<file path="src/rtl/fault_supervisor_n.sv">
// -----------------------------------------------------------------------------
// fault_supervisor_n
//
// N-channel fault supervisor. Each unmasked fault input has a persistence
// counter; long enough persistence escalates the supervisor one step per
// clock along NORMAL -> WARNING -> FAULT -> SHUTDOWN. WARNING/FAULT return to
// NORMAL on an operator acknowledge or, optionally, after a clean interval.
// SHUTDOWN is left only by an explicit operator release with all channels
// quiet.
//
// Ports
//   clk             clock, all state updates on the rising edge
//   rst_n           asynchronous, active-low reset
//   fault_in        raw per-channel fault flags (synchronous to clk)
//   mask            1 = ignore that channel
//   clear_warning   operator acknowledge (WARNING/FAULT -> NORMAL, sticky clear)
//   shutdown_clear  operator release from SHUTDOWN
//   state           registered FSM state (00 NORMAL, 01 WARNING, 10 FAULT,
//                   11 SHUTDOWN); doubles as the FSM debug view
//   warn/fault/shutdown  one-hot decode of the registered state
//   active_fault_id combinational highest active channel index + 1, 0 = none
//   first_fault_id  channel that caused the latest NORMAL -> WARNING step
//   fault_sticky    per-channel "has been active" flags
//
// There is no valid/ready handshake on this block: every input is a level
// sampled on each rising edge and every output is a level.
// -----------------------------------------------------------------------------
module fault_supervisor_n #(
   parameter int N_CH         = 4,
   parameter int ID_W         = 4,
   parameter int CNT_W        = 8,
   parameter int P_WARN       = 5,
   parameter int P_FAULT      = 12,
   parameter int P_SHUT       = 30,
   parameter int AUTO_RECOVER = 0,
   parameter int P_RECOVER    = 8
) (
   input  logic              clk,
   input  logic              rst_n,
   input  logic [N_CH-1:0]   fault_in,
   input  logic [N_CH-1:0]   mask,
   input  logic              clear_warning,
   input  logic              shutdown_clear,
   output logic [1:0]        state,
   output logic              warn,
   output logic              fault,
   output logic              shutdown,
   output logic [ID_W-1:0]   active_fault_id,
   output logic [ID_W-1:0]   first_fault_id,
   output logic [N_CH-1:0]   fault_sticky
);

   typedef enum logic [1:0] {
      ST_NORMAL   = 2'b00,
      ST_WARNING  = 2'b01,
      ST_FAULT    = 2'b10,
      ST_SHUTDOWN = 2'b11
   } state_t;

   localparam logic [CNT_W-1:0] CNT_MAX    = {CNT_W{1'b1}};
   localparam logic [CNT_W-1:0] TH_WARN    = CNT_W'(P_WARN);
   localparam logic [CNT_W-1:0] TH_FAULT   = CNT_W'(P_FAULT);
   localparam logic [CNT_W-1:0] TH_SHUT    = CNT_W'(P_SHUT);
   // clean_q holds the number of clean edges already seen, so the edge that
   // completes the interval is the one where clean_q reaches P_RECOVER-1.
   localparam logic [CNT_W-1:0] TH_RECOVER = CNT_W'(P_RECOVER - 1);

   state_t            state_q;
   state_t            state_d;
   logic [CNT_W-1:0]  cnt_q [N_CH];
   logic [CNT_W-1:0]  clean_q;
   logic [N_CH-1:0]   act;
   logic              any_active;
   logic              warn_cond;
   logic              fault_cond;
   logic              shut_cond;
   logic              auto_ok;
   logic              recover_ok;
   logic              sd_exit;
   logic [N_CH-1:0]   sticky_clr;

   assign act        = fault_in & ~mask;
   assign any_active = |act;

   // Ascending scan so the highest active index is the last one written.
   always_comb begin
      active_fault_id = '0;
      for (int i = 0; i < N_CH; i++) begin
         if (act[i]) active_fault_id = ID_W'(i + 1);
      end
   end

   // Level conditions use the registered count, which is why a channel high
   // from edge 1 first meets P_WARN on edge P_WARN+1.
   always_comb begin
      warn_cond  = 1'b0;
      fault_cond = 1'b0;
      shut_cond  = 1'b0;
      for (int i = 0; i < N_CH; i++) begin
         if (act[i] && (cnt_q[i] >= TH_WARN))  warn_cond  = 1'b1;
         if (act[i] && (cnt_q[i] >= TH_FAULT)) fault_cond = 1'b1;
         if (act[i] && (cnt_q[i] >= TH_SHUT))  shut_cond  = 1'b1;
      end
   end

   assign auto_ok    = (AUTO_RECOVER != 0) && (clean_q >= TH_RECOVER);
   assign recover_ok = !any_active && (clear_warning || auto_ok);
   assign sd_exit    = (state_q == ST_SHUTDOWN) && shutdown_clear && !any_active;

   // Next-state logic: at most one escalation step per edge.
   always_comb begin
      state_d = state_q;
      unique case (state_q)
         ST_NORMAL: begin
            if (warn_cond) state_d = ST_WARNING;
         end
         ST_WARNING: begin
            if (fault_cond)      state_d = ST_FAULT;
            else if (recover_ok) state_d = ST_NORMAL;
         end
         ST_FAULT: begin
            if (shut_cond)       state_d = ST_SHUTDOWN;
            else if (recover_ok) state_d = ST_NORMAL;
         end
         ST_SHUTDOWN: begin
            if (sd_exit) state_d = ST_NORMAL;
         end
         default: state_d = ST_NORMAL;
      endcase
   end

   always_ff @(posedge clk or negedge rst_n) begin
      if (!rst_n) state_q <= ST_NORMAL;
      else        state_q <= state_d;
   end

   // Persistence counters: any inactive edge restarts the count, saturate at max.
   always_ff @(posedge clk or negedge rst_n) begin
      if (!rst_n) begin
         for (int i = 0; i < N_CH; i++) cnt_q[i] <= '0;
      end else begin
         for (int i = 0; i < N_CH; i++) begin
            if (sd_exit || !act[i])       cnt_q[i] <= '0;
            else if (cnt_q[i] != CNT_MAX) cnt_q[i] <= cnt_q[i] + CNT_W'(1);
         end
      end
   end

   // Clean-interval counter only runs while in WARNING/FAULT with all quiet.
   always_ff @(posedge clk or negedge rst_n) begin
      if (!rst_n) begin
         clean_q <= '0;
      end else if (any_active || (state_q == ST_NORMAL) || (state_q == ST_SHUTDOWN)) begin
         clean_q <= '0;
      end else if (clean_q != CNT_MAX) begin
         clean_q <= clean_q + CNT_W'(1);
      end
   end

   always_ff @(posedge clk or negedge rst_n) begin
      if (!rst_n) begin
         first_fault_id <= '0;
      end else if (state_d == ST_NORMAL) begin
         first_fault_id <= '0;
      end else if ((state_q == ST_NORMAL) && (state_d == ST_WARNING)) begin
         first_fault_id <= active_fault_id;
      end
   end

   // Acknowledge in NORMAL clears quiet channels; an active channel re-sets
   // its flag on the same edge, so set wins over clear.
   assign sticky_clr = ((state_q == ST_NORMAL) && clear_warning) ? ~act : '0;

   always_ff @(posedge clk or negedge rst_n) begin
      if (!rst_n) fault_sticky <= '0;
      else        fault_sticky <= act | (fault_sticky & ~sticky_clr);
   end

   assign state    = state_q;
   assign warn     = (state_q == ST_WARNING);
   assign fault    = (state_q == ST_FAULT);
   assign shutdown = (state_q == ST_SHUTDOWN);

endmodule

</file>
<file path="config.mk">
export PLATFORM = sky130hd
export DESIGN_NAME = fault_supervisor_n
export DESIGN_NICKNAME = d
export VERILOG_FILES = /design/src/rtl/fault_supervisor_n.sv
export SDC_FILE = /design/constraint.sdc
export NUM_CORES = 1
export LEC_CHECK = 0
export ABC_AREA = 1
export BUFFER_PORTS_ARGS = -buffer_cell sky130_fd_sc_hd__buf_2
export CORE_MARGIN = 5
export CORE_UTILIZATION = 36
export DETAILED_ROUTE_END_ITERATION = 16
export PLACE_DENSITY = 0.62
export SYNTH_ARGS = -nofsm -noshare
export SYNTH_HDL_FRONTEND = slang
export SYNTH_SLANG_ARGS = --single-unit
</file>
<file path="constraint.sdc">
create_clock -name clk -period 1.7 [get_ports clk]
set_input_delay 0 -clock clk [delete_from_list [all_inputs] [get_ports clk]]
set_output_delay 0 -clock clk [all_outputs]
set_load 0.01 [all_outputs]
</file>
==> flow_summary.html, run 1 <==
<table>
<tr><th>Metric</th><th>Value</th></tr>
<tr><th colspan="2">STA</th></tr>
<tr><td>Sum of negative setup slack</td><td>0 ns</td></tr>
<tr><td>Endpoints failing hold</td><td>0</td></tr>
<tr><td>Fraction of the cycle the final worst path needs</td><td>a little over 90%</td></tr>
<tr><td>Post-layout min period</td><td>about 1.6 ns</td></tr>
<tr><td>Worst clock skew on the final layout</td><td>0.005430 ns</td></tr>
<tr><td>Measured slew at the worst slew-check pin</td><td>approximately 0.54 ns</td></tr>
<tr><td>RSZ-0062 raised after global routing</td><td>false</td></tr>
<tr><td>Post-route setup slack</td><td>0.1447 ns</td></tr>
<tr><td>Relative max-transition margin</td><td>between 60% and 70%</td></tr>
<tr><td>Number of setup violations in the final report</td><td>0</td></tr>
<tr><td>Maximum achievable frequency</td><td>around 640 MHz</td></tr>
<tr><td>Number of slew-limit violations in the final report</td><td>0</td></tr>
<tr><th colspan="2">Setup path</th></tr>
<tr><td>Startpoint of the worst register-to-register path</td><td>cnt_q[25]</td></tr>
<tr><td>Required time of the critical path</td><td>1.88 ns</td></tr>
<tr><td>Worst setup path class</td><td>reg -&gt; reg</td></tr>
<tr><td>Setup slack of the worst register-to-register path</td><td>0.14 ns</td></tr>
<tr><td>WP data arrival</td><td>1.74 ns</td></tr>
<tr><td>Number of cells on the worst reg-to-reg path</td><td>9</td></tr>
<tr><td>Launching instance or port of the critical path</td><td>cnt_q[25]</td></tr>
<tr><td>Worst Path Max Fanout</td><td>4</td></tr>
<tr><td>Critical path startpoint category</td><td>flip-flop</td></tr>
<tr><td>Worst setup EP type</td><td>flip-flop</td></tr>
<tr><td>Reg2reg end</td><td>first_fault_id[2]</td></tr>
<tr><th colspan="2">Die</th></tr>
<tr><td>Starting density of the core</td><td>37.60%</td></tr>
<tr><td>Die Outline Area</td><td>8967 um2</td></tr>
<tr><td>CORE AREA</td><td>6869 um2</td></tr>
<tr><td>Vert. Die Dim</td><td>between 90 and 100 um</td></tr>
<tr><td># IOs</td><td>29</td></tr>
<tr><td>Chip width</td><td>94.70 um</td></tr>
<tr><td>FP Rows</td><td>30</td></tr>
<tr><th colspan="2">Detailed routing</th></tr>
<tr><td>Detailed-route wire length per cell</td><td>around 12 um</td></tr>
<tr><td>Antenna violation net count after detailed routing</td><td>0</td></tr>
<tr><td>Vias post-DR</td><td>between 2000 and 2500</td></tr>
<tr><td>Post-route DRC violation count</td><td>0</td></tr>
<tr><td>Total length of routed wires</td><td>5.691 mm</td></tr>
<tr><td>Pre-antenna DRT Iters</td><td>4</td></tr>
<tr><td>Drt via density</td><td>roughly 4.6</td></tr>
<tr><td>Initial DRC count</td><td>67</td></tr>
<tr><th colspan="2">Yosys</th></tr>
<tr><td>Post-Synthesis Cell Area</td><td>between 2000 and 3000 um2</td></tr>
<tr><td>Most used standard cell by instance count after synthesis</td><td>nand2_1</td></tr>
<tr><td>Number of distinct library cells after synthesis</td><td>33</td></tr>
<tr><td>Portion of synthesized cell area occupied by the leading cell type</td><td>39.73%</td></tr>
<tr><td>Gate count of the mapped netlist</td><td>334</td></tr>
<tr><td>Synth warn</td><td>0</td></tr>
<tr><td>Ranking of synthesized cells by area</td><td>dfrtp_1 (40%), nand2_1 (8.3%), ha_1 (7.8%)</td></tr>
<tr><td>Sequential area share after synthesis</td><td>39.73%</td></tr>
<tr><td>Post-Syn Area per Cell</td><td>7.732 um2</td></tr>
<tr><td>Primary flip-flop cell chosen by synthesis mapping</td><td>dfrtp_1</td></tr>
<tr><td>Biggest area consumer among synthesized cells</td><td>dfrtp_1</td></tr>
<tr><td>Fraction of synthesis flops using an asynchronous set or reset pin</td><td>100.0%</td></tr>
<tr><td>Leading cell types by count after synthesis</td><td>nand2_1 (57), inv_1 (47), dfrtp_1 (41)</td></tr>
<tr><td>Number of register bits inferred by synthesis</td><td>41</td></tr>
<tr><td>Number of enable-type register cells in the synthesized netlist</td><td>0</td></tr>
<tr><th colspan="2">Cells and area</th></tr>
<tr><td>Fraction of final layout cells with drive strength greater than 1</td><td>24.66%</td></tr>
<tr><td>Number of non-filler instances in the completed layout</td><td>~470</td></tr>
<tr><td>Area growth from synthesis to layout</td><td>15.84%</td></tr>
<tr><td>Fin nets</td><td>401</td></tr>
<tr><td>Area of the multi-input gates</td><td>1313 um2</td></tr>
<tr><td>Diodes inserted</td><td>0</td></tr>
<tr><td>Filler cell count</td><td>694</td></tr>
<tr><td>Register Area</td><td>1027 um2</td></tr>
<tr><td>Post-route cell area</td><td>2992 um2</td></tr>
<tr><th colspan="2">Min path</th></tr>
<tr><td>Hold Path Depth</td><td>3</td></tr>
<tr><td>Hold path startpoint</td><td>fault_in[3]</td></tr>
<tr><td>Worst min-delay path class</td><td>in -&gt; reg</td></tr>
<tr><td>Worst-case hold path end point</td><td>fault_sticky[3]</td></tr>
<tr><th colspan="2">Run status</th></tr>
<tr><td>Outcome</td><td>finished clean</td></tr>
<tr><th colspan="2">Global routing</th></tr>
<tr><td>Number of antenna violations at the first check in global routing</td><td>0</td></tr>
<tr><td>Maximum number of pins on one net before global-route repair</td><td>22</td></tr>
<tr><td>GRT Overall Usage</td><td>13.66%</td></tr>
<tr><td>Number of global-route vias before repair</td><td>roughly 2100</td></tr>
<tr><td>Wire length of the first global-routing pass</td><td>a little under 10 mm</td></tr>
<tr><td>Total global routing overflow</td><td>0</td></tr>
<tr><th colspan="2">Clock tree</th></tr>
<tr><td>Clock insertion delay at the later pin of the skew report</td><td>0.29 ns</td></tr>
<tr><td>Clock slew at reported path FFs</td><td>0.08 ns</td></tr>
<tr><td>Clock net sink count</td><td>41</td></tr>
<tr><td>H-tree level count</td><td>2</td></tr>
<tr><td>Clock buffer count from CTS</td><td>5</td></tr>
<tr><td>TritonCTS clock tree</td><td>built</td></tr>
<tr><td>Clk Tree Root Cell</td><td>clkbuf_8</td></tr>
<tr><td>Maximum buffer depth of the clock tree</td><td>2</td></tr>
<tr><th colspan="2">Placement</th></tr>
<tr><td>Dpl hpwl</td><td>4.316 mm</td></tr>
<tr><td>Standard cell area after detailed placement</td><td>2861 um2</td></tr>
<tr><td>Routability congestion estimate from global placement</td><td>0.8299</td></tr>
<tr><td>Placed cell count</td><td>around 460</td></tr>
<tr><td># port buffers</td><td>26</td></tr>
<tr><td>Placement Setup Slack</td><td>0.07011 ns</td></tr>
<tr><th colspan="2">Power</th></tr>
<tr><td>Power Total</td><td>1.859 mW</td></tr>
<tr><td>Static leakage power</td><td>1.498 nW</td></tr>
<tr><td>Power per unit of standard cell area</td><td>621.4 nW/um2</td></tr>
<tr><td>Largest voltage drop on the vdd net</td><td>382.9 uV</td></tr>
<tr><th colspan="2">Job</th></tr>
<tr><td>Number of max-capacitance violations reported</td><td>0</td></tr>
</table>
[cells in the final DEF (no fill, tap or decap), drive strengths merged, types with 10 or more instances in the layout]
cell    n
nand2  64
inv    61
nor2   43
dfrtp  41
buf    34
o21ai  32
nand3  26
ha     16
a21oi  14
a31oi  10
[cell type report]
cell class / instances / share of cell area, %
clock buffer: 7 / 2.886
tap: 96 / 4.015
sequential: 41 / 34.34
timing repair buffer: 35 / 7.110
inverter: 62 / 7.779
multi-input combinational: 228 / 43.87
[flip-flops by register name, summed over array words and instances (netlist names)]
register / count
first_fault_id: 3
state: 2
cnt_q: 32
fault_sticky: 4
[logic make-up after synthesis]
| family | after synthesis | share of synthesized area (%) |
|---|---|---|
| compound gates | 63 | 14.20 |
| buf+inv | 66 | 9.980 |
| flops | 41 | 39.73 |
| xor+xnor | 4 | 1.357 |
| simple gates | 143 | 26.84 |
| other cells | 1 | 0.1452 |
| fa+ha+maj | 16 | 7.752 |
[worst max-delay path, stage by stage (launching register included)]
cell	delay (ns)
dfrtp_1	0.41
inv_1	0.12
ha_1	0.16
inv_1	0.03
o21ai_0	0.14
nand4_1	0.14
a22oi_2	0.20
nand3_2	0.12
nand3_1	0.09
nand2_1	0.05
[worst max path at each step]
stage | to | slack, ns
floorplan | first_fault_id[1] | 0.23
global placement | first_fault_id[2] | 0.11
detailed placement | first_fault_id[2] | 0.07
CTS | first_fault_id[2] | 0.05
global route | first_fault_id[2] | 0.006
finish | first_fault_id[2] | 0.14
[per-stage QoR]
step | util (%) | hold WS [ns]
floorplan | - | -0.2956
global placement | 41.66 | 0.01194
detailed placement | 41.66 | 0.02566
CTS | 43.06 | 0.02071
global route | 43.55 | 0.05415
finish | 43.55 | 0.01707
[power breakdown]
part	switching, mW	internal (mW)	leakage, nW	total (mW)
sequential	0.0172	0.994	0.560	1.01
clock	0.342	0.323	0.0443	0.665
combinational	0.117	0.0662	0.894	0.183
total	0.476	1.38	1.50	1.86
[metal layers]
layer	share of wire (%)	vias to the layer above	track usage, %
li1	-	1143	-
met1	47	988	18.12
met2	47	37	22.96
met3	4.7	5	3.028
met4	0.84	0	2.524
met5	0	-	0
[timing repair]
action / CTS / global route
resized for setup: 0 / 8
endpoints found under the hold margin: 20 / 0
hold buffers: 1 / 0
buffers inserted: 0 / 3
setup endpoints to repair: 0 / 4
Note: power is estimated with default switching activity, not from simulation.
==> run 2, diff against run 1 <==
--- a/config.mk
+++ b/config.mk
@@ -5,12 +5,11 @@
 export SDC_FILE = /design/constraint.sdc
 export NUM_CORES = 1
 export LEC_CHECK = 0
-export ABC_AREA = 1
 export BUFFER_PORTS_ARGS = -buffer_cell sky130_fd_sc_hd__buf_2
 export CORE_MARGIN = 5
 export CORE_UTILIZATION = 36
 export DETAILED_ROUTE_END_ITERATION = 16
-export PLACE_DENSITY = 0.62
+export PLACE_DENSITY = 0.63
 export SYNTH_ARGS = -nofsm -noshare
 export SYNTH_HDL_FRONTEND = slang
 export SYNTH_SLANG_ARGS = --single-unit
==> constraint.sdc (replaced) <==
create_clock -name clk -period 1.7 [get_ports clk]
set_input_delay 0 -clock clk [delete_from_list [all_inputs] [get_ports clk]]
set_output_delay 0 -clock clk [all_outputs]
set_load 0.02 [all_outputs]
==> run 2 against run 1 <==
Fmax shrank 7.1%. Non-clock buffer count grew 36. Via count shrank 0.78%. Routed wire length is essentially flat. Critical endpoint is now state[1]. Clock-buffer cell count shrank 2. Critical path type unchanged. First-iteration DRC count grew 7.5%. Highest routed layer unchanged.
==> flow_summary.html, run 2 <==
<table>
<tr><th>Metric</th><th>Value</th></tr>
<tr><th colspan="2">Clock tree</th></tr>
<tr><td>H-tree level count</td><td>2 (unchanged)</td></tr>
<tr><td>Clock slew at reported path FFs</td><td>0.09 ns (was 0.08 ns)</td></tr>
<tr><td>Clock buffer count from CTS</td><td>5 (unchanged)</td></tr>
<tr><td>Clock insertion delay at the later pin of the skew report</td><td>0.29 ns (about the same)</td></tr>
<tr><td>TritonCTS clock tree</td><td>built (unchanged)</td></tr>
<tr><td>Maximum buffer depth of the clock tree</td><td>2 (unchanged)</td></tr>
<tr><td>Clk Tree Root Cell</td><td>clkbuf_8 (unchanged)</td></tr>
<tr><td>Clock net sink count</td><td>41 (unchanged)</td></tr>
<tr><th colspan="2">Setup path</th></tr>
<tr><td>Setup slack of the worst register-to-register path</td><td>0.03 ns (was 0.14 ns)</td></tr>
<tr><td>Worst setup EP type</td><td>flip-flop (unchanged)</td></tr>
<tr><td>Critical path startpoint category</td><td>flip-flop (unchanged)</td></tr>
<tr><td>Worst Path Max Fanout</td><td>3 (was 4)</td></tr>
<tr><td>Worst setup path class</td><td>reg -&gt; reg (unchanged)</td></tr>
<tr><td>WP data arrival</td><td>1.86 ns (was 1.74 ns)</td></tr>
<tr><td>Required time of the critical path</td><td>1.89 ns (was 1.88 ns)</td></tr>
<tr><th colspan="2">Yosys</th></tr>
<tr><td>Number of register bits inferred by synthesis</td><td>41 (unchanged)</td></tr>
<tr><td>Gate count of the mapped netlist</td><td>272 (was 334)</td></tr>
<tr><td>Post-Synthesis Cell Area</td><td>2445 um2 (was 2582 um2)</td></tr>
<tr><td>Fraction of synthesis flops using an asynchronous set or reset pin</td><td>100.0% (unchanged)</td></tr>
<tr><td>Number of enable-type register cells in the synthesized netlist</td><td>0 (unchanged)</td></tr>
<tr><td>Biggest area consumer among synthesized cells</td><td>dfrtp_1 (unchanged)</td></tr>
<tr><td>Post-Syn Area per Cell</td><td>8.988 um2 (was 7.732 um2)</td></tr>
<tr><td>Share of synthesized area spent on multiplexers</td><td>1.638% (was 0%)</td></tr>
<tr><td>Number of distinct library cells after synthesis</td><td>37 (was 33)</td></tr>
<tr><td>Largest family of logic cells by synthesized area</td><td>simple AND/OR/NAND/NOR gates (unchanged)</td></tr>
<tr><td>Sequential area share after synthesis</td><td>41.97% (was 39.73%)</td></tr>
<tr><td>Compound-cell area share of the yosys netlist</td><td>12.95% (was 14.20%)</td></tr>
<tr><td>Most used standard cell by instance count after synthesis</td><td>dfrtp_1 (was nand2_1)</td></tr>
<tr><td>Simple-gate portion of the synthesized area</td><td>26.20% (was 26.84%)</td></tr>
<tr><td>Primary flip-flop cell chosen by synthesis mapping</td><td>dfrtp_1 (unchanged)</td></tr>
<tr><td>Leading cell types by count after synthesis</td><td>dfrtp_1 (41), nor2_1 (30), nand2_1 (25) (was nand2_1 (57), inv_1 (47), dfrtp_1 (41))</td></tr>
<tr><td>Portion of synthesized cell area occupied by the leading cell type</td><td>41.97% (was 39.73%)</td></tr>
<tr><td>Post-Synth XOR/XNOR Area</td><td>4.299% (was 1.357%)</td></tr>
<tr><td>Post-synthesis adder-cell area fraction</td><td>8.188% (was 7.752%)</td></tr>
<tr><td>Ranking of synthesized cells by area</td><td>dfrtp_1 (42%), ha_1 (8.2%), nor2_1 (4.6%) (was dfrtp_1 (40%), nand2_1 (8.3%), ha_1 (7.8%))</td></tr>
<tr><td>Synth warn</td><td>0 (unchanged)</td></tr>
<tr><th colspan="2">Cells and area</th></tr>
<tr><td>Registers with the most flip-flops</td><td>cnt_q x32, fault_sticky x4, first_fault_id x3 (unchanged)</td></tr>
<tr><td>Commonest cells after routing, fill and taps aside</td><td>buf_4 (43), dfrtp_1 (38), nor2_1 (30), buf_2 (26), nand2_1 (25) (was nand2_1 (57), inv_1 (44), dfrtp_1 (40), nor2_1 (29), buf_2 (26))</td></tr>
<tr><td>Leading cell type in the layout, fill and taps excluded</td><td>buf_4 (was nand2_1)</td></tr>
<tr><td>Diodes inserted</td><td>0 (unchanged)</td></tr>
<tr><td>Filler cell count</td><td>648 (was 694)</td></tr>
<tr><td>Area growth from synthesis to layout</td><td>31.52% (was 15.84%)</td></tr>
<tr><td>Number of flip-flops under the largest register name</td><td>32 (unchanged)</td></tr>
<tr><td>Post-route cell area</td><td>3216 um2 (was 2992 um2)</td></tr>
<tr><td>Fin nets</td><td>368 (was 401)</td></tr>
<tr><td>Biggest register</td><td>cnt_q (unchanged)</td></tr>
<tr><td>Utilization of the core after routing</td><td>47.86% (was 43.55%)</td></tr>
<tr><td>Fraction of final layout cells with drive strength greater than 1</td><td>33.14% (was 24.66%)</td></tr>
<tr><th colspan="2">Power</th></tr>
<tr><td>Power per unit of standard cell area</td><td>586.4 nW/um2 (was 621.4 nW/um2)</td></tr>
<tr><td>Static leakage power</td><td>1.503 nW (was 1.498 nW)</td></tr>
<tr><td>Largest voltage drop on the vdd net</td><td>366.9 uV (was 382.9 uV)</td></tr>
<tr><td>Power Total</td><td>1.886 mW (was 1.859 mW)</td></tr>
<tr><th colspan="2">STA</th></tr>
<tr><td>Number of slew-limit violations in the final report</td><td>0 (unchanged)</td></tr>
<tr><td>Worst clock skew on the final layout</td><td>0.009554 ns (was 0.005430 ns)</td></tr>
<tr><td>Maximum achievable frequency</td><td>597.1 MHz (was 643.0 MHz)</td></tr>
<tr><td>Fraction of the cycle the final worst path needs</td><td>98.51% (was 91.49%)</td></tr>
<tr><td>RSZ-0062 raised after global routing</td><td>true (was false)</td></tr>
<tr><td>Number of setup violations in the final report</td><td>0 (unchanged)</td></tr>
<tr><td>Post-layout min period</td><td>1.675 ns (was 1.555 ns)</td></tr>
<tr><td>Measured slew at the worst slew-check pin</td><td>0.5035 ns (was 0.5392 ns)</td></tr>
<tr><td>Endpoints failing hold</td><td>0 (unchanged)</td></tr>
<tr><td>Relative max-transition margin</td><td>66.43% (was 64.05%)</td></tr>
<tr><th colspan="2">Detailed routing</th></tr>
<tr><td>Antenna violation net count after detailed routing</td><td>0 (unchanged)</td></tr>
<tr><td>Post-route DRC violation count</td><td>0 (unchanged)</td></tr>
<tr><td>Pre-antenna DRT Iters</td><td>4 (unchanged)</td></tr>
<tr><td>Initial DRC count</td><td>72 (was 67)</td></tr>
<tr><td>Drt via density</td><td>5.121 (was 4.633)</td></tr>
<tr><td>Total length of routed wires</td><td>5.687 mm (was 5.691 mm)</td></tr>
<tr><td>Vias post-DR</td><td>2156 (was 2173)</td></tr>
<tr><td>Detailed-route wire length per cell</td><td>13.51 um (was 12.13 um)</td></tr>
<tr><th colspan="2">Job</th></tr>
<tr><td>Number of max-capacitance violations reported</td><td>0 (unchanged)</td></tr>
<tr><th colspan="2">Die</th></tr>
<tr><td>Vert. Die Dim</td><td>92.41 um (was 94.70 um)</td></tr>
<tr><td>Die Outline Area</td><td>8540 um2 (was 8967 um2)</td></tr>
<tr><td>FP Rows</td><td>30 (unchanged)</td></tr>
<tr><td># IOs</td><td>29 (unchanged)</td></tr>
<tr><td>Chip width</td><td>92.41 um (was 94.70 um)</td></tr>
<tr><td>CORE AREA</td><td>6719 um2 (was 6869 um2)</td></tr>
<tr><td>Starting density of the core</td><td>36.39% (was 37.60%)</td></tr>
<tr><th colspan="2">Placement</th></tr>
<tr><td>Routability congestion estimate from global placement</td><td>0.8456 (was 0.8299)</td></tr>
<tr><td># port buffers</td><td>26 (unchanged)</td></tr>
<tr><td>Standard cell area after detailed placement</td><td>2900 um2 (was 2861 um2)</td></tr>
<tr><td>Dpl hpwl</td><td>4.117 mm (was 4.316 mm)</td></tr>
<tr><th colspan="2">Global routing</th></tr>
<tr><td>GRT Overall Usage</td><td>13.25% (was 13.66%)</td></tr>
<tr><td>Number of antenna violations at the first check in global routing</td><td>0 (unchanged)</td></tr>
<tr><td>Total global routing overflow</td><td>0 (unchanged)</td></tr>
<tr><td>Maximum number of pins on one net before global-route repair</td><td>21 (was 22)</td></tr>
<tr><td>Wire length of the first global-routing pass</td><td>9.259 mm (was 9.722 mm)</td></tr>
<tr><td>Number of global-route vias before repair</td><td>2004 (was 2105)</td></tr>
<tr><th colspan="2">Run status</th></tr>
<tr><td>Outcome</td><td>finished clean (unchanged)</td></tr>
<tr><th colspan="2">Min path</th></tr>
<tr><td>Worst min-delay path class</td><td>in -&gt; reg (unchanged)</td></tr>
</table>
run 2: changes by cell type after synthesis, sizes merged, moves of 7 or more:
cell    change
nand2      -39
o21ai      -22
nor2       -13
nor4        +7
nand4      +12
a21oi       +8
inv        -46
nand3      -19
nand2b      +9
run 2: path summary, 6_finish.rpt:
kind                                  from  cells past startpoint         endpoint
setup / recovery                 cnt_q[15]                      5         state[1]
hold / removal                     mask[1]                      4        cnt_q[20]
setup reg to reg                 cnt_q[15]                      5         state[1]
hold reg to reg            fault_sticky[0]                      2  fault_sticky[0]
max in group asynchronous            rst_n                      3        cnt_q[16]
min in group asynchronous            rst_n                      2  fault_sticky[3]
run 2: repair_timing:
action | in CTS | in global routing
setup buffers | 1 | 6
setup endpoints to repair | 5 | 15
endpoints found under the hold margin | 18 | 0
pin swaps | 2 | 17
gates resized for setup | 10 | 27
hold buffers | 1 | 0
run 2: final cells by class:
class	instances	area, um2	share of cell area, %
multi-input cells	206	1469	45.68
flip-flops and latches	41	1030	32.02
repair buffers	71	474.2	14.75
well taps	80	100.1	3.113
clock buffers	5	68.82	2.140
inverters	15	56.30	1.751
clock inverters	3	17.52	0.5447
run 2: where the power goes:
group / internal, mW / total [mW] / switching (mW) / leakage (nW)
logic: 0.0949 / 0.231 / 0.136 / 0.902
clock network: 0.284 / 0.644 / 0.360 / 0.0439
registers: 0.994 / 1.01 / 0.0166 / 0.557
total: 1.37 / 1.89 / 0.513 / 1.50
run 2: per-stage QoR:
step / cells / setup TNS, ns / setup slack (ns) / hold WS [ns]
floorplan: 273 / 0 / 0.07552 / -0.2956
finish: 421 / 0 / 0.02537 / 0.05794
CTS: 415 / 0 / 0.0002354 / 0.03895
detailed placement: 405 / -0.1532 / -0.05169 / -0.001874
global route: 421 / -0.2723 / -0.07774 / 0.04729
global placement: 405 / -0.02593 / -0.01184 / -0.001552
run 2: cell families (layout without fill, tap and decap cells):
logic type                 after synthesis  count (layout)
and+or+nand+nor                        122             122
AOI/OAI and AO/OA                       50              50
DFF                                     41              41
buffers and inverters                   26              94
adders and majority gates               16              16
xor gates and xnor gates                12              12
muxes                                    4               4
other                                    1               2
run 2: per-layer routing:
metal  track usage (%)  wire length [um]  vias up  part of all wire (%)
met5                 0                 0        -                     0
met4             3.218                40        0                  0.70
met3             2.762               163        6                   2.9
met2             22.30              2791       33                    49
met1             17.37              2692     1039                    47
li1                  -                 -     1078                     -
run 2: critical path, stage by stage (launching register included):
cell and delay (ns):
dfrtp_1 0.42, nor4_1 0.30, a2bb2oi_1 0.13, nor4_2 0.33
nor2_1 0.11, a211o_1 0.28
==> run 3, diff against run 2 <==
--- a/config.mk
+++ b/config.mk
@@ -9,7 +9,7 @@
 export CORE_MARGIN = 5
 export CORE_UTILIZATION = 36
 export DETAILED_ROUTE_END_ITERATION = 16
-export PLACE_DENSITY = 0.63
+export PLACE_DENSITY = 0.53
 export SYNTH_ARGS = -nofsm -noshare
 export SYNTH_HDL_FRONTEND = slang
 export SYNTH_SLANG_ARGS = --single-unit
==> run 3 against run 2 <==
Die area is the same. Sequential power is essentially flat. Non-clock buffer count is 4 higher. Sequential cell count stayed put. Combinational power up 2%. Fmax is 1.1% lower. Sequential share of layout area shrank 0.81 points. Total power rose by 1.3%. Final area increased by 2.7%. Clock-buffer cell count up 2. Critical path type unchanged. Largest cell class unchanged.
==> flow_summary.html, run 3 (synthesized netlist as in run 2, its figures left out) <==
<table>
<tr><th>Metric</th><th>Value</th></tr>
<tr><th colspan="2">Detailed routing</th></tr>
<tr><td>Drt via density</td><td>5.009 (was 5.121)</td></tr>
<tr><td>Pre-antenna DRT Iters</td><td>4 (unchanged)</td></tr>
<tr><td>Antenna violation net count after detailed routing</td><td>0 (unchanged)</td></tr>
<tr><td>Total length of routed wires</td><td>5.935 mm (was 5.687 mm)</td></tr>
<tr><td>Initial DRC count</td><td>99 (was 72)</td></tr>
<tr><td>Detailed-route wire length per cell</td><td>14.00 um (was 13.51 um)</td></tr>
<tr><td>Post-route DRC violation count</td><td>0 (unchanged)</td></tr>
<tr><td>Vias post-DR</td><td>2124 (was 2156)</td></tr>
<tr><th colspan="2">STA</th></tr>
<tr><td>Maximum achievable frequency</td><td>590.4 MHz (was 597.1 MHz)</td></tr>
<tr><td>Relative max-transition margin</td><td>66.17% (was 66.43%)</td></tr>
<tr><td>Fraction of the cycle the final worst path needs</td><td>99.63% (was 98.51%)</td></tr>
<tr><td>Endpoints failing hold</td><td>0 (unchanged)</td></tr>
<tr><td>Worst clock skew on the final layout</td><td>0.007569 ns (was 0.009554 ns)</td></tr>
<tr><td>Number of slew-limit violations in the final report</td><td>0 (unchanged)</td></tr>
<tr><td>RSZ-0062 raised after global routing</td><td>true (unchanged)</td></tr>
<tr><td>Number of setup violations in the final report</td><td>0 (unchanged)</td></tr>
<tr><td>Post-route setup slack</td><td>0.006304 ns (was 0.02537 ns)</td></tr>
<tr><td>Measured slew at the worst slew-check pin</td><td>0.5074 ns (was 0.5035 ns)</td></tr>
<tr><td>Post-layout min period</td><td>1.694 ns (was 1.675 ns)</td></tr>
<tr><td>Worst hold slack across all endpoints</td><td>0.03627 ns (was 0.05794 ns)</td></tr>
<tr><th colspan="2">Global routing</th></tr>
<tr><td>Total global routing overflow</td><td>0 (unchanged)</td></tr>
<tr><td>Number of antenna violations at the first check in global routing</td><td>0 (unchanged)</td></tr>
<tr><td>Maximum number of pins on one net before global-route repair</td><td>23 (was 21)</td></tr>
<tr><td>Wire length of the first global-routing pass</td><td>9.970 mm (was 9.259 mm)</td></tr>
<tr><td>GRT Overall Usage</td><td>14.54% (was 13.25%)</td></tr>
<tr><td>Number of global-route vias before repair</td><td>2081 (was 2004)</td></tr>
<tr><th colspan="2">Die</th></tr>
<tr><td>Starting density of the core</td><td>36.39% (unchanged)</td></tr>
<tr><td>Chip width</td><td>92.41 um (unchanged)</td></tr>
<tr><td># IOs</td><td>29 (unchanged)</td></tr>
<tr><td>Die Outline Area</td><td>8540 um2 (unchanged)</td></tr>
<tr><td>Vert. Die Dim</td><td>92.41 um (unchanged)</td></tr>
<tr><td>CORE AREA</td><td>6719 um2 (unchanged)</td></tr>
<tr><td>FP Rows</td><td>30 (unchanged)</td></tr>
<tr><th colspan="2">Cells and area</th></tr>
<tr><td>Post-route cell area</td><td>3303 um2 (was 3216 um2)</td></tr>
<tr><td>Number of non-filler instances in the completed layout</td><td>424 (was 421)</td></tr>
<tr><td>Filler cell count</td><td>637 (was 648)</td></tr>
<tr><td>Fraction of final layout cells with drive strength greater than 1</td><td>34.88% (was 33.14%)</td></tr>
<tr><td>Area growth from synthesis to layout</td><td>35.11% (was 31.52%)</td></tr>
<tr><td>Number of flip-flops under the largest register name</td><td>32 (unchanged)</td></tr>
<tr><td>Registers with the most flip-flops</td><td>cnt_q x32, fault_sticky x4, first_fault_id x3 (unchanged)</td></tr>
<tr><td>Diodes inserted</td><td>0 (unchanged)</td></tr>
<tr><td>Commonest cells after routing, fill and taps aside</td><td>buf_4 (46), dfrtp_1 (37), nor2_1 (30), buf_2 (26), nand2_1 (25) (was buf_4 (43), dfrtp_1 (38), nor2_1 (30), buf_2 (26), nand2_1 (25))</td></tr>
<tr><td>Leading cell type in the layout, fill and taps excluded</td><td>buf_4 (unchanged)</td></tr>
<tr><td>Biggest register</td><td>cnt_q (unchanged)</td></tr>
<tr><td>Fin nets</td><td>372 (was 368)</td></tr>
<tr><th colspan="2">Clock tree</th></tr>
<tr><td>Clock net sink count</td><td>41 (unchanged)</td></tr>
<tr><td>Clk Tree Root Cell</td><td>clkbuf_8 (unchanged)</td></tr>
<tr><td>Maximum buffer depth of the clock tree</td><td>2 (unchanged)</td></tr>
<tr><td>H-tree level count</td><td>2 (unchanged)</td></tr>
<tr><td>TritonCTS clock tree</td><td>built (unchanged)</td></tr>
<tr><td>Clock insertion delay at the later pin of the skew report</td><td>0.30 ns (was 0.29 ns)</td></tr>
<tr><td>Clock buffer count from CTS</td><td>5 (unchanged)</td></tr>
<tr><td>Clock slew at reported path FFs</td><td>0.08 ns (was 0.09 ns)</td></tr>
<tr><th colspan="2">Power</th></tr>
<tr><td>Power per unit of standard cell area</td><td>578.3 nW/um2 (was 586.4 nW/um2)</td></tr>
<tr><td>Power Total</td><td>1.910 mW (was 1.886 mW)</td></tr>
<tr><td>Static leakage power</td><td>1.539 nW (was 1.503 nW)</td></tr>
<tr><td>Largest voltage drop on the vdd net</td><td>299.4 uV (was 366.9 uV)</td></tr>
<tr><th colspan="2">Setup path</th></tr>
<tr><td>Number of cells on the worst reg-to-reg path</td><td>5 (unchanged)</td></tr>
<tr><td>Critical path startpoint category</td><td>flip-flop (unchanged)</td></tr>
<tr><td>Required time of the critical path</td><td>1.87 ns (was 1.89 ns)</td></tr>
<tr><td>WP data arrival</td><td>1.86 ns (about the same)</td></tr>
<tr><td>Worst Path Max Fanout</td><td>4 (was 3)</td></tr>
<tr><td>Worst setup EP type</td><td>flip-flop (unchanged)</td></tr>
<tr><td>Worst setup path class</td><td>reg -&gt; reg (unchanged)</td></tr>
<tr><th colspan="2">Placement</th></tr>
<tr><td>Routability congestion estimate from global placement</td><td>0.7847 (was 0.8456)</td></tr>
<tr><td>Dpl hpwl</td><td>4.339 mm (was 4.117 mm)</td></tr>
<tr><td>Placement Setup Slack</td><td>-0.04383 ns (was -0.05169 ns)</td></tr>
<tr><td>Placed cell count</td><td>409 (was 405)</td></tr>
<tr><td># port buffers</td><td>26 (unchanged)</td></tr>
<tr><td>Standard cell area after detailed placement</td><td>2943 um2 (was 2900 um2)</td></tr>
<tr><th colspan="2">Min path</th></tr>
<tr><td>Hold Path Depth</td><td>4 (unchanged)</td></tr>
<tr><td>Worst min-delay path class</td><td>in -&gt; reg (unchanged)</td></tr>
<tr><th colspan="2">Run status</th></tr>
<tr><td>Outcome</td><td>finished clean (unchanged)</td></tr>
<tr><th colspan="2">Job</th></tr>
<tr><td>Number of max-capacitance violations reported</td><td>0 (unchanged)</td></tr>
</table>
-- run 3: cell count changes in the layout (fill, tap and decap cells not counted), sizes merged --
| cell | before | now |
|---|---|---|
| buf | 70 | 74 |
| clkbuf | 5 | 7 |
| clkinv | 2 | 0 |
| clkinvlp | 1 | 0 |
-- run 3: critical path: stages, from the launching register on --
cell	delay [ns]
dfrtp_1	0.41
nor4_4	0.33
buf_4	0.17
a21oi_2	0.06
o41ai_4	0.46
nand3b_1	0.13
-- run 3: final cells by class --
class	instances	area [um2]	share of cell area, %
Timing Repair Buffer	75	516.7	15.64
Sequential cell	41	1031	31.21
Clock buffer	7	86.33	2.614
Multi-Input combinational cell	206	1513	45.80
Tap cell	80	100.1	3.030
Inverter	15	56.30	1.705
-- run 3: report_power, final --
part	internal (mW)	switching [mW]
Combinational	0.0968	0.138
Clock	0.323	0.341
Sequential	0.994	0.0184
-- run 3: timing repair --
| item | CTS | global route |
|---|---|---|
| setup buffers | 2 | 5 |
| endpoints found under the setup margin | 3 | 15 |
| hold endpoints to repair | 19 | 0 |
| resized for setup | 11 | 34 |
| pin swaps | 4 | 21 |
| hold buffers | 1 | 0 |
-- run 3: per-stage QoR --
stage	util, %	setup TNS (ns)
3_5_place_dp	43.80	-0.1083
4_1_cts	46.03	0
2_1_floorplan	-	0
3_3_place_gp	43.80	0
6_report	49.16	0
5_1_grt	49.16	-0.2866
-- run 3: metal layers --
| metal | wire (um) | share of wire [%] | vias up | global-route usage [%] |
|---|---|---|---|---|
| met5 | 0 | 0 | - | 0 |
| met4 | 82 | 1.4 | 0 | 4.455 |
| li1 | - | - | 1088 | - |
| met3 | 256 | 4.3 | 9 | 2.843 |
| met1 | 2948 | 50 | 982 | 20.81 |
| met2 | 2647 | 45 | 45 | 22.05 |
-- run 3: path summary, 6_finish.rpt --
kind                                      start              end  slack, ns
worst max-delay path                   cnt_q[5]         state[0]      0.006
worst min-delay path                    mask[1]        cnt_q[22]       0.04
worst max register to register         cnt_q[5]         state[0]      0.006
worst min register to register  fault_sticky[0]  fault_sticky[0]       0.47
max in group asynchronous                 rst_n         cnt_q[0]       0.99
min in group asynchronous                 rst_n        cnt_q[31]       0.20
